**src/rtl/vmem_region_reader.sv**
```systemverilog
// Streams a clipped rectangle of videoMem out in raster order over valid/ready.
// Reads are throttled so that buffered plus in-flight pixels never exceed FIFO_D.
module vmem_region_reader #(
  parameter int SCREEN_W = 640,
  parameter int SCREEN_H = 480,
  parameter int FIFO_D   = 2
) (
  input  logic        clk,
  input  logic        rst_n,
  input  logic        start,
  input  logic [9:0]  xloc,
  input  logic [8:0]  yloc,
  input  logic [9:0]  xwid,
  input  logic [8:0]  ywid,
  output logic        busy,
  output logic        done,
  output logic [18:0] raddr,
  output logic        re,
  input  logic [8:0]  rdata,
  output logic [8:0]  pix_data,
  output logic        pix_valid,
  input  logic        pix_ready,
  output logic        pix_last
);

  localparam int CW = $clog2(FIFO_D + 1);
  localparam int PW = $clog2(FIFO_D);
  localparam logic [18:0] W19 = 19'(SCREEN_W);
  localparam logic [18:0] H19 = 19'(SCREEN_H);

  typedef enum logic [1:0] {S_IDLE, S_RD, S_DRAIN, S_DONE} state_t;

  state_t         state_q;
  logic [18:0]    raddr_q;
  logic           re_q;
  logic           re_last_q;
  logic           rvalid_q;
  logic           rd_last_q;
  logic           busy_q;
  logic           done_q;
  logic [9:0]     w_q;
  logic [8:0]     h_q;
  logic [18:0]    step_q;
  logic [9:0]     col_q;
  logic [8:0]     row_q;
  logic [CW-1:0]  count_q;
  logic [CW-1:0]  count_d;
  logic [PW-1:0]  wr_ptr_q;
  logic [PW-1:0]  rd_ptr_q;

  logic [8:0]     fifo_data_q [FIFO_D];
  logic           fifo_last_q [FIFO_D];

  // Region clipping, all at address width so nothing wraps.
  logic [18:0] x19, y19, xw19, yw19, x_rem, y_rem, w_clip, h_clip, base_addr;
  logic        region_ok;

  assign x19       = {9'd0, xloc};
  assign y19       = {10'd0, yloc};
  assign xw19      = {9'd0, xwid};
  assign yw19      = {10'd0, ywid};
  assign x_rem     = (x19 < W19) ? (W19 - x19) : 19'd0;
  assign y_rem     = (y19 < H19) ? (H19 - y19) : 19'd0;
  assign w_clip    = (xw19 < x_rem) ? xw19 : x_rem;
  assign h_clip    = (yw19 < y_rem) ? yw19 : y_rem;
  assign region_ok = (w_clip != 19'd0) && (h_clip != 19'd0);
  assign base_addr = y19 * W19 + x19;

  // Raster position of the read following the one at raddr_q.
  logic        row_end;
  logic [9:0]  nxt_col;
  logic [8:0]  nxt_row;
  logic [18:0] nxt_addr;
  logic        nxt_last;

  assign row_end  = (col_q == w_q - 10'd1);
  assign nxt_col  = row_end ? 10'd0 : col_q + 10'd1;
  assign nxt_row  = row_end ? row_q + 9'd1 : row_q;
  assign nxt_addr = row_end ? raddr_q + step_q : raddr_q + 19'd1;
  assign nxt_last = (nxt_col == w_q - 10'd1) && (nxt_row == h_q - 9'd1);

  // Returning data bypasses an empty buffer so a ready consumer sees it at once.
  logic fifo_empty, push, pop, can_issue, accept;

  assign fifo_empty = (count_q == '0);
  assign push       = rvalid_q && !(fifo_empty && pix_ready);
  assign pop        = !fifo_empty && pix_ready;
  assign pix_valid  = !fifo_empty || rvalid_q;
  assign pix_data   = !fifo_empty ? fifo_data_q[rd_ptr_q] : (rvalid_q ? rdata : 9'd0);
  assign pix_last   = !fifo_empty ? fifo_last_q[rd_ptr_q] : (rvalid_q && rd_last_q);
  assign accept     = pix_valid && pix_ready;

  always_comb begin
    count_d = count_q;
    if (push && !pop)
      count_d = count_q + CW'(1);
    else if (!push && pop)
      count_d = count_q - CW'(1);
  end

  // Next cycle holds count_d buffered entries plus the read issued now (re_q).
  assign can_issue = (int'(count_d) + int'(re_q)) < FIFO_D;

  function automatic logic [PW-1:0] ptr_inc(input logic [PW-1:0] p);
    return (int'(p) == FIFO_D - 1) ? '0 : p + PW'(1);
  endfunction

  always_ff @(posedge clk) begin
    if (push) begin
      fifo_data_q[wr_ptr_q] <= rdata;
      fifo_last_q[wr_ptr_q] <= rd_last_q;
    end
  end

  always_ff @(posedge clk or negedge rst_n) begin
    if (!rst_n) begin
      state_q   <= S_IDLE;
      raddr_q   <= '0;
      re_q      <= 1'b0;
      re_last_q <= 1'b0;
      rvalid_q  <= 1'b0;
      rd_last_q <= 1'b0;
      busy_q    <= 1'b0;
      done_q    <= 1'b0;
      w_q       <= '0;
      h_q       <= '0;
      step_q    <= '0;
      col_q     <= '0;
      row_q     <= '0;
      count_q   <= '0;
      wr_ptr_q  <= '0;
      rd_ptr_q  <= '0;
    end else begin
      re_q      <= 1'b0;
      re_last_q <= 1'b0;
      done_q    <= 1'b0;
      rvalid_q  <= re_q;
      rd_last_q <= re_q && re_last_q;
      count_q   <= count_d;
      if (push)
        wr_ptr_q <= ptr_inc(wr_ptr_q);
      if (pop)
        rd_ptr_q <= ptr_inc(rd_ptr_q);

      unique case (state_q)
        S_IDLE: begin
          if (start) begin
            busy_q <= 1'b1;
            if (region_ok) begin
              w_q       <= w_clip[9:0];
              h_q       <= h_clip[8:0];
              step_q    <= W19 - w_clip + 19'd1;
              raddr_q   <= base_addr;
              re_q      <= 1'b1;
              col_q     <= '0;
              row_q     <= '0;
              re_last_q <= (w_clip == 19'd1) && (h_clip == 19'd1);
              state_q   <= ((w_clip == 19'd1) && (h_clip == 19'd1)) ? S_DRAIN : S_RD;
            end else begin
              done_q  <= 1'b1;
              state_q <= S_DONE;
            end
          end
        end
        S_RD: begin
          if (can_issue) begin
            re_q      <= 1'b1;
            raddr_q   <= nxt_addr;
            col_q     <= nxt_col;
            row_q     <= nxt_row;
            re_last_q <= nxt_last;
            if (nxt_last)
              state_q <= S_DRAIN;
          end
        end
        S_DRAIN: begin
          if (accept && pix_last) begin
            done_q  <= 1'b1;
            state_q <= S_DONE;
          end
        end
        S_DONE: begin
          busy_q  <= 1'b0;
          state_q <= S_IDLE;
        end
        default: state_q <= S_IDLE;
      endcase
    end
  end

  assign raddr = raddr_q;
  assign re    = re_q;
  assign busy  = busy_q;
  assign done  = done_q;

endmodule

```
**config.mk**
```make
export PLATFORM = sky130hd
export DESIGN_NAME = vmem_region_reader
export DESIGN_NICKNAME = d
export VERILOG_FILES = /design/src/rtl/vmem_region_reader.sv
export SDC_FILE = /design/constraint.sdc
export NUM_CORES = 1
export LEC_CHECK = 0
export CAP_MARGIN = 5
export CORE_MARGIN = 2
export CORE_UTILIZATION = 55
export DETAILED_ROUTE_END_ITERATION = 6
export PLACE_DENSITY = 0.77
export SYNTH_ARGS = -nofsm -noshare
export SYNTH_HDL_FRONTEND = slang
export SYNTH_SLANG_ARGS = --single-unit
```
**constraint.sdc**
```tcl
create_clock -name clk -period 8.35 [get_ports clk]
set_input_delay 1.67 -clock clk [delete_from_list [all_inputs] [get_ports clk]]
set_output_delay 1.67 -clock clk [all_outputs]
set_load 0.005 [all_outputs]
```
==> impl_metrics.toml, run 1 <==
[critical_path]
reg2reg_to = "raddr[17]$_DFFE_PN0P_"
r2r-start = "w_q[0]$_DFFE_PN0P_"
reg2reg_depth = 20
cp-startpoint = "yloc[1]"
cpLargestDelayFamily = "compound AO/OA/AOI/OAI gates"
r2r_setup_slack_ns = 3.01
crit_top_cell = "ha_1"
crit_fanout = 58
crit_type = "in -> reg"
worstSetupEndpoint = "raddr[18]$_DFFE_PN0P_"
worstSetupStartpointType = "primary input"
slowest_delay_ns = 0.91
path_cells = "clkdlybuf4s50_1 -> inv_1 -> ha_1 -> nor3b_1 -> nand2b_1 -> and3_1 -> a21oi_1 -> ha_1 -> nand3_1 -> o21bai_1 -> a211oi_2 -> a32oi_2 -> o221ai_4 -> a21o_2 -> nor3_1 -> nor4_2"
path_depth = 16
endpoint_kind = "flip-flop"
cp_slowest_cell = "a211oi_2"
required_ns = 8.62
arrival_ns = 7.25
crit_buf_inv = 2

[clock_tree]
clk_pin_slew_ns = 0.08
clock_sinks = 107
cts_max_path_buffers = 2
clock_latency_ns = 0.36
cts_root_buffer = "clkbuf_16"
post_cts_buffers = 0
cts_buffers = 9
cts-hold-fix-buffers = 0
cts-resized-gates = 0
cts_tree = "built"
cts_max_level = 3

[timing]
finClkSkew_ns = 0.009188
worst_slack_ns = 1.367
worst_slew_pin_slew_ns = 1.086
grt_setup_unrepaired = "no"
finalMaxSlewViolations = 0
finalSetupViolations = 0
fin_tns_setup_ns = 0
relSlewSlack = 0.2748
whs_ns = 0.4629
max_freq_mhz = 143.2
min_period_ns = 6.983
finalCritPeriodShare = 0.8363
finalHoldViolCount = 0

[layout]
n_antenna_cell = 0
layout_commonest_cell = "nand2_1"
layout_common_cells = "nand2_1 (105), o21ai_0 (90), dfrtp_1 (87)"
drive_gt1_frac = 0.05388
fill_cells = 1404
design_area_sq_um = 10210
area_growth_pct = 12.99
finish.net_count = 1208

[detailed_routing]
drt_iter0_markers = 616
drtAntennaViolNets = 0
vias_per_cell = 5.976
routedWlPerCell_microns = 16.71
vias = 7834
wirelength_microns = 21910
firstDrtPassIters = 5
drcViolationCount = 0

[power_and_ir_drop]
leakage_nw = 4.302
total_power_mw = 2.908
powerDensity_nw_per_um2 = 284.8
ir_drop_uv = 196.9

[synthesis]
synth_top_family_by_area = "simple AND/OR/NAND/NOR gates"
avgSynthCellArea_sq_um = 8.672
netlist_top_cells_area = "dfrtp_1 (24%), ha_1 (8.9%), edfxtp_1 (6.6%), xnor2_1 (5.8%), o21ai_0 (5.0%)"
synth_flop_cell = "dfrtp_1"
syn-cell-area_sq_um = 9036
synth_top_area_cell = "dfrtp_1"
synth-simple-area-share = 0.2095
yosys_register_bits = 107
synth_xor_area_frac = 0.09222
synth_edf_count = 20
ys_seq_area_frac = 0.3074
synthArstFlopShare = 0.8131
yosysTopAreaCellShare = 0.2409
synth_warnings = 0
syn_inst = 1042
synth.distinct_cells = 92
synth_compound_area_frac = 0.2073
muxShareOfSynthArea = 0.04209
synth_adder_area_share = 0.09526
syn_nets = 1160

[grt]
grt_first_pass_wirelength_microns = 36470
grt_use_total = 0.2545
antenna_found_initial = 0
grt_max_degree = 60
grt_remaining_overflow = 0
grt_pass1_vias = 7372

[status]
outcome = "completed"

[die]
start_util = 0.5668
die-width_microns = 132.2
die_area_sq_um = 17470
num_io_pins = 84
die_height_microns = 132.2
core_area_sq_um = 15940
rows = 46

[run]
drv_cap = 0

[placement]
post-place-ws_ns = 1.036
place_area_sq_um = 9935
gp_congestion = 0.9224
port_buffers = 83
place_hpwl_microns = 16550

[min_path]
hold_path.class = "reg -> reg"
-- cell families (layout without fill, tap and decap cells) --
family,count (synthesis),in the layout
buf+inv,98,151
simple gates,360,360
mux,37,37
compound gates,281,281
flops,107,107
xor+xnor,92,92
fa+ha+maj,67,67
-- routing by layer --
layer | part of all wire | GRT usage
met4 | 0.018 | 0.07109
met2 | 0.47 | 0.4190
met1 | 0.47 | 0.3506
met5 | 0 | 0
met3 | 0.042 | 0.03883
-- power by group --
part           switching, mW  total [mW]  internal [mW]
clock network          0.202       0.406          0.204
registers              0.205       0.925          0.721
logic                  0.861        1.58          0.716
total                   1.27        2.91           1.64
-- registers in the layout, summed over array words and instances, names as in the netlist --
register	cells
h_q	9
step_q	18
col_q	10
wr_ptr_q	1
state_q	2
count_q	2
fifo_last_q	2
re_last_q	1
fifo_data_q	18
done	1
raddr	19
rd_ptr_q	1
re	1
row_q	9
w_q	10
busy	1
rd_last_q	1
rvalid_q	1
-- layout make-up --
cell class,count,area [sq um],area share
Clock buffer,9,225.2,0.02206
Clock inverter,7,50.05,0.004902
Inverter,48,180.2,0.01765
Multi-Input combinational cell,837,5848,0.5728
Sequential cell,107,2778,0.2721
Tap cell,216,270.3,0.02647
Timing Repair Buffer,87,858.3,0.08407
-- per-stage QoR --
stage | util | cells
5_1_grt | 0.6404 | 1311
6_report | 0.6404 | 1311
3_3_place_gp | 0.6231 | 1295
2_1_floorplan | - | 1042
3_5_place_dp | 0.6231 | 1295
4_1_cts | 0.6404 | 1311
-- worst min path at each step --
stage / from / end / depth (start not counted)
2_1_floorplan: re$_DFF_PN0_ / rvalid_q$_DFF_PN0_ / 0
3_3_place_gp: re_last_q$_DFF_PN0_ / rd_last_q$_DFF_PN0_ / 1
3_5_place_dp: re$_DFF_PN0_ / rvalid_q$_DFF_PN0_ / 0
4_1_cts: re$_DFF_PN0_ / rvalid_q$_DFF_PN0_ / 0
5_1_grt: re$_DFF_PN0_ / rvalid_q$_DFF_PN0_ / 0
6_report: re$_DFF_PN0_ / rvalid_q$_DFF_PN0_ / 0
-- Yosys cell counts, types with 4 or more instances --
library cell and instances:
nand2_1 105, o21ai_0 90, dfrtp_1 87, nor2_1 68, ha_1 64, xnor2_1 60
a21oi_1 54, inv_1 48, xor2_1 30, mux2i_1 29, nor3_1 29, clkbuf_1 28
nand3_1 27, and2_1 24, edfxtp_1 20, a21o_1 19, o31ai_1 19, nand2b_1 17
nor2b_1 15, buf_2 13, a31oi_1 11, and3_1 11, nor4_1 9, mux2_2 8
nand4_1 8, a22o_1 7, o211ai_1 7, or4_1 7, a211oi_1 6, o21a_1 6
nor3b_1 5, o22ai_1 5, o31a_1 5, or3_1 5, o41ai_1 4
-- worst reg2reg max path, cell delays in order (launching register included) --
cell	delay, ns
dfrtp_1	0.47
inv_1	0.13
ha_1	0.27
or4b_1	0.43
nor4_4	0.09
a221oi_1	0.42
nand4_2	0.26
nor3_2	0.17
buf_4	0.26
inv_1	0.10
nor2_1	0.34
ha_1	0.31
a21oi_1	0.18
nand4b_1	0.16
a31oi_1	0.13
a31o_2	0.31
a2111oi_0	0.44
nor2_1	0.16
a31o_2	0.25
and3_1	0.17
o22a_1	0.17
(Power assumes the default switching activity.)
==> inputs of run 2 (changes only) <==
==> constraint.sdc (replaced) <==
create_clock -name clk -period 7.12 [get_ports clk]
set_input_delay 1.424 -clock clk [delete_from_list [all_inputs] [get_ports clk]]
set_output_delay 1.424 -clock clk [all_outputs]
set_load 0.005 [all_outputs]
==> impl_metrics.toml, run 2 (synthesized netlist as in run 1, its figures left out) <==
[status]
outcome = "completed"

[placement]
gp_congestion = 0.9460
place_hpwl_microns = 16670
port_buffers = 83
post-place-ws_ns = 0.8941
dp_cells = 1298

[detailed_routing]
drtAntennaViolNets = 0
drt_iter0_markers = 622
drcViolationCount = 0
wirelength_microns = 21750
firstDrtPassIters = 5
vias = 7778
vias_per_cell = 5.919
routedWlPerCell_microns = 16.55

[critical_path]
endpoint_kind = "flip-flop"
arrival_ns = 6.13
cp_slowest_cell = "or4_1"
path_cells = "clkdlybuf4s50_1 -> or4_1 -> o211ai_1 -> mux2_2 -> ha_1 -> nand3_1 -> nor3_1 -> a211oi_2 -> buf_4 -> a41oi_2 -> a32oi_2 -> o221ai_4 -> buf_4 -> a211oi_2 -> mux2_2 -> a22o_1"
worstSetupStartpointType = "primary input"
slowest_delay_ns = 0.72
crit_fanout = 47
r2r_setup_slack_ns = 1.84
required_ns = 7.37
crit_type = "in -> reg"

[layout]
drive_gt1_frac = 0.05829
finish.net_count = 1211
layout_commonest_cell = "nand2_1"
largest_reg_flops = 19
n_antenna_cell = 0
area_growth_pct = 13.54
layout.cells.non_filler = 1314
layout_common_cells = "nand2_1 (105), o21ai_0 (90), dfrtp_1 (87)"
final_util = 0.6435

[clock_tree]
cts_max_level = 3
cts_max_path_buffers = 2
cts-hold-fix-buffers = 0
cts_root_buffer = "clkbuf_16"
cts_tree = "built"
clock_latency_ns = 0.36
post_cts_buffers = 0
clk_pin_slew_ns = 0.07
cts-resized-gates = 0
cts_buffers = 9
clock_sinks = 107

[power_and_ir_drop]
ir_drop_uv = 259.3
powerDensity_nw_per_um2 = 336.3
leakage_nw = 4.332

[timing]
worst_slew_pin_slew_ns = 0.9596
min_period_ns = 5.881
fin_tns_setup_ns = 0
worst_slack_ns = 1.239
finalSetupViolations = 0
finalCritPeriodShare = 0.8260
finalHoldViolCount = 0
grt_setup_unrepaired = "no"
finClkSkew_ns = 0.008384
max_freq_mhz = 170.0
relSlewSlack = 0.3603
finalMaxSlewViolations = 0

[grt]
grt_use_total = 0.2512
grt_pass1_vias = 7339
antenna_found_initial = 0
grt_max_degree = 59
grt_first_pass_wirelength_microns = 36170
grt_remaining_overflow = 0

[die]
die-width_microns = 132.2
die_area_sq_um = 17470
core_area_sq_um = 15940
num_io_pins = 84
rows = 46
start_util = 0.5668
die_height_microns = 132.2

[run]
drv_cap = 0

[min_path]
hold_path.class = "reg -> reg"
## run 2: final cells by class
type | instances | area, sq um
Clock buffer | 10 | 250.2
Inverter | 48 | 180.2
Clock inverter | 6 | 52.55
Tap cell | 216 | 270.3
Fill cell | 1381 | 5683
Sequential cell | 107 | 2778
Multi-Input combinational cell | 837 | 5848
Timing Repair Buffer | 90 | 880.8
## run 2: through the flow
step                      hold slack [ns]  total power, mW  instance area, sq um
after floorplan                    0.4076            2.383                  9036
after global placement             0.4358            2.891                  9957
after detailed placement           0.4268            2.933                  9957
after CTS                          0.4443            3.456                 10260
after global routing               0.4639            3.732                 10260
final                              0.4414            3.451                 10260
## run 2: layer usage
| metal | part of all wire | track usage | vias to the layer above | routed length [microns] |
|---|---|---|---|---|
| met5 | 0 | 0 | - | 0 |
| met4 | 0.018 | 0.06810 | 0 | 390 |
| met3 | 0.040 | 0.04037 | 31 | 874 |
| met2 | 0.46 | 0.4097 | 170 | 10060 |
| met1 | 0.48 | 0.3485 | 3690 | 10430 |
| li1 | - | - | 3887 | - |
## run 2: report_power, final
group,switching (mW),total (mW),internal [mW]
combinational,1.01,1.86,0.848
sequential,0.237,1.08,0.845
clock,0.245,0.511,0.266
## run 2: worst paths after layout
kind                                         endpoint                from  depth (start not counted)
worst max-delay path             row_q[0]$_DFFE_PN0P_             yloc[0]                         16
worst min-delay path               rvalid_q$_DFF_PN0_        re$_DFF_PN0_                          0
worst max register to register  raddr[17]$_DFFE_PN0P_  w_q[0]$_DFFE_PN0P_                         20
worst min register to register     rvalid_q$_DFF_PN0_        re$_DFF_PN0_                          0
max in group asynchronous        raddr[1]$_DFFE_PN0P_               rst_n                          2
min in group asynchronous        col_q[7]$_DFFE_PN0P_               rst_n                          1
## run 2: worst max-delay path: cells and delay by family
kind                       cells  cell delay (ns)
adders and majority gates      1             0.30
and+or+nand+nor                3             1.22
AOI/OAI and AO/OA              7             1.24
muxes                          2             0.68
buffers and inverters          3             1.24
==> inputs of run 3 (changes only) <==
==> constraint.sdc (replaced) <==
create_clock -name clk -period 6.08 [get_ports clk]
set_input_delay 1.216 -clock clk [delete_from_list [all_inputs] [get_ports clk]]
set_output_delay 1.216 -clock clk [all_outputs]
set_load 0.005 [all_outputs]
==> impl_metrics.toml, run 3 (synthesized netlist as in run 1, its figures left out) <==
[status]
outcome = "completed"

[layout]
multi_input_area_sq_um = 5848
largest_reg_flops = 19
drive_gt1_frac = 0.06414
area_growth_pct = 14.26
design_area_sq_um = 10320
fill_cells = 1365
regArea_sq_um = 2778
n_antenna_cell = 0
finish.net_count = 1220
layout_commonest_cell = "nand2_1"
layout_common_cells = "nand2_1 (105), o21ai_0 (90), dfrtp_1 (87)"

[critical_path]
crit_fanout = 22
crit_buf_inv = 4
required_ns = 6.33
slowest_delay_ns = 0.68
cp_slowest_cell = "o21ai_0"
r2r_setup_slack_ns = 0.87
arrival_ns = 5.93
crit_type = "in -> reg"
path_cells = "clkdlybuf4s50_1 -> o21ai_0 -> inv_1 -> o31a_1 -> nor2_1 -> inv_1 -> ha_1 -> nand4_1 -> nor3_1 -> a211oi_1 -> a21oi_2 -> buf_4 -> mux2i_1 -> ha_1 -> a21boi_0 -> o21a_1 -> xnor2_1 -> mux2_2"
endpoint_kind = "flip-flop"
cpLargestDelayFamily = "compound AO/OA/AOI/OAI gates"
worstSetupStartpointType = "primary input"

[timing]
finClkSkew_ns = 0.01189
finalSetupViolations = 0
finalMaxSlewViolations = 0
max_freq_mhz = 176.0
grt_setup_unrepaired = "no"
finalCritPeriodShare = 0.9344
finalHoldViolCount = 0
min_period_ns = 5.681
worst_slew_pin_slew_ns = 0.8142
relSlewSlack = 0.4552
fin_tns_setup_ns = 0
worst_slack_ns = 0.3990

[run]
drv_cap = 0

[detailed_routing]
firstDrtPassIters = 6
drtAntennaViolNets = 0
drcViolationCount = 0
routedWlPerCell_microns = 16.98
vias = 7948
drt_iter0_markers = 542
wirelength_microns = 22460
vias_per_cell = 6.008

[placement]
gp_congestion = 0.9521
port_buffers = 83
place_area_sq_um = 10050
post-place-ws_ns = 0.1035
place_hpwl_microns = 17140

[grt]
grt_max_degree = 57
grt_remaining_overflow = 0
grt_pass1_vias = 7409
grt_use_total = 0.2606
grt_first_pass_wirelength_microns = 37230
antenna_found_initial = 0

[clock_tree]
cts_max_path_buffers = 2
post_cts_buffers = 0
cts_buffers = 9
clk_pin_slew_ns = 0.08
cts_max_level = 3
clock_latency_ns = 0.37
clock_sinks = 107
cts-hold-fix-buffers = 0
cts-resized-gates = 0
cts_root_buffer = "clkbuf_16"
cts_tree = "built"

[power_and_ir_drop]
leakage_nw = 4.370
ir_drop_uv = 230.0
powerDensity_nw_per_um2 = 393.2
total_power_mw = 4.059

[min_path]
hold_path.class = "reg -> reg"

[die]
die_height_microns = 132.2
num_io_pins = 84
rows = 46
core_area_sq_um = 15940
start_util = 0.5668
die_area_sq_um = 17470
die-width_microns = 132.2
[run 3: cell count changes in the layout (fill, tap and decap cells not counted), sizes merged]
cell	previous run	this run
clkinv	1	2
buf	8	17
inv	52	51
[run 3: layout make-up]
cell class,count,share of cell area
Inverter,48,0.01745
Sequential cell,107,0.2690
Tap cell,216,0.02618
Clock inverter,6,0.004484
Multi-Input combinational cell,837,0.5664
Clock buffer,10,0.02218
Timing Repair Buffer,99,0.09428
[run 3: report_power, final]
group / total (mW) / internal (mW) / switching, mW
clock network: 0.571 / 0.283 / 0.288
logic: 2.21 / 1.02 / 1.20
registers: 1.28 / 0.989 / 0.286
[run 3: per-stage QoR]
stage | std cells | hold slack (ns) | utilization
global route | 1323 | 0.4806 | 0.6476
global placement | 1307 | 0.4421 | 0.6304
detailed placement | 1307 | 0.4424 | 0.6304
finish | 1323 | 0.4599 | 0.6476
floorplan | 1042 | 0.4076 | -
CTS | 1323 | 0.4635 | 0.6476
[run 3: path summary, 6_finish.rpt]
path,from,to,cells after the start
max,xloc[8],step_q[9]$_DFFE_PN0P_,18
min,re$_DFF_PN0_,rvalid_q$_DFF_PN0_,0
max reg2reg,w_q[0]$_DFFE_PN0P_,raddr[18]$_DFFE_PN0P_,20
min reg2reg,re$_DFF_PN0_,rvalid_q$_DFF_PN0_,0
max in group asynchronous,rst_n,raddr[12]$_DFFE_PN0P_,2
min in group asynchronous,rst_n,col_q[0]$_DFFE_PN0P_,1
[run 3: per-layer routing]
metal	vias to the layer above	wire length, microns	track usage
met5	-	0	0
li1	3896	-	-
met4	0	431	0.07407
met3	25	1062	0.04191
met1	3829	10300	0.3540
met2	198	10670	0.4320
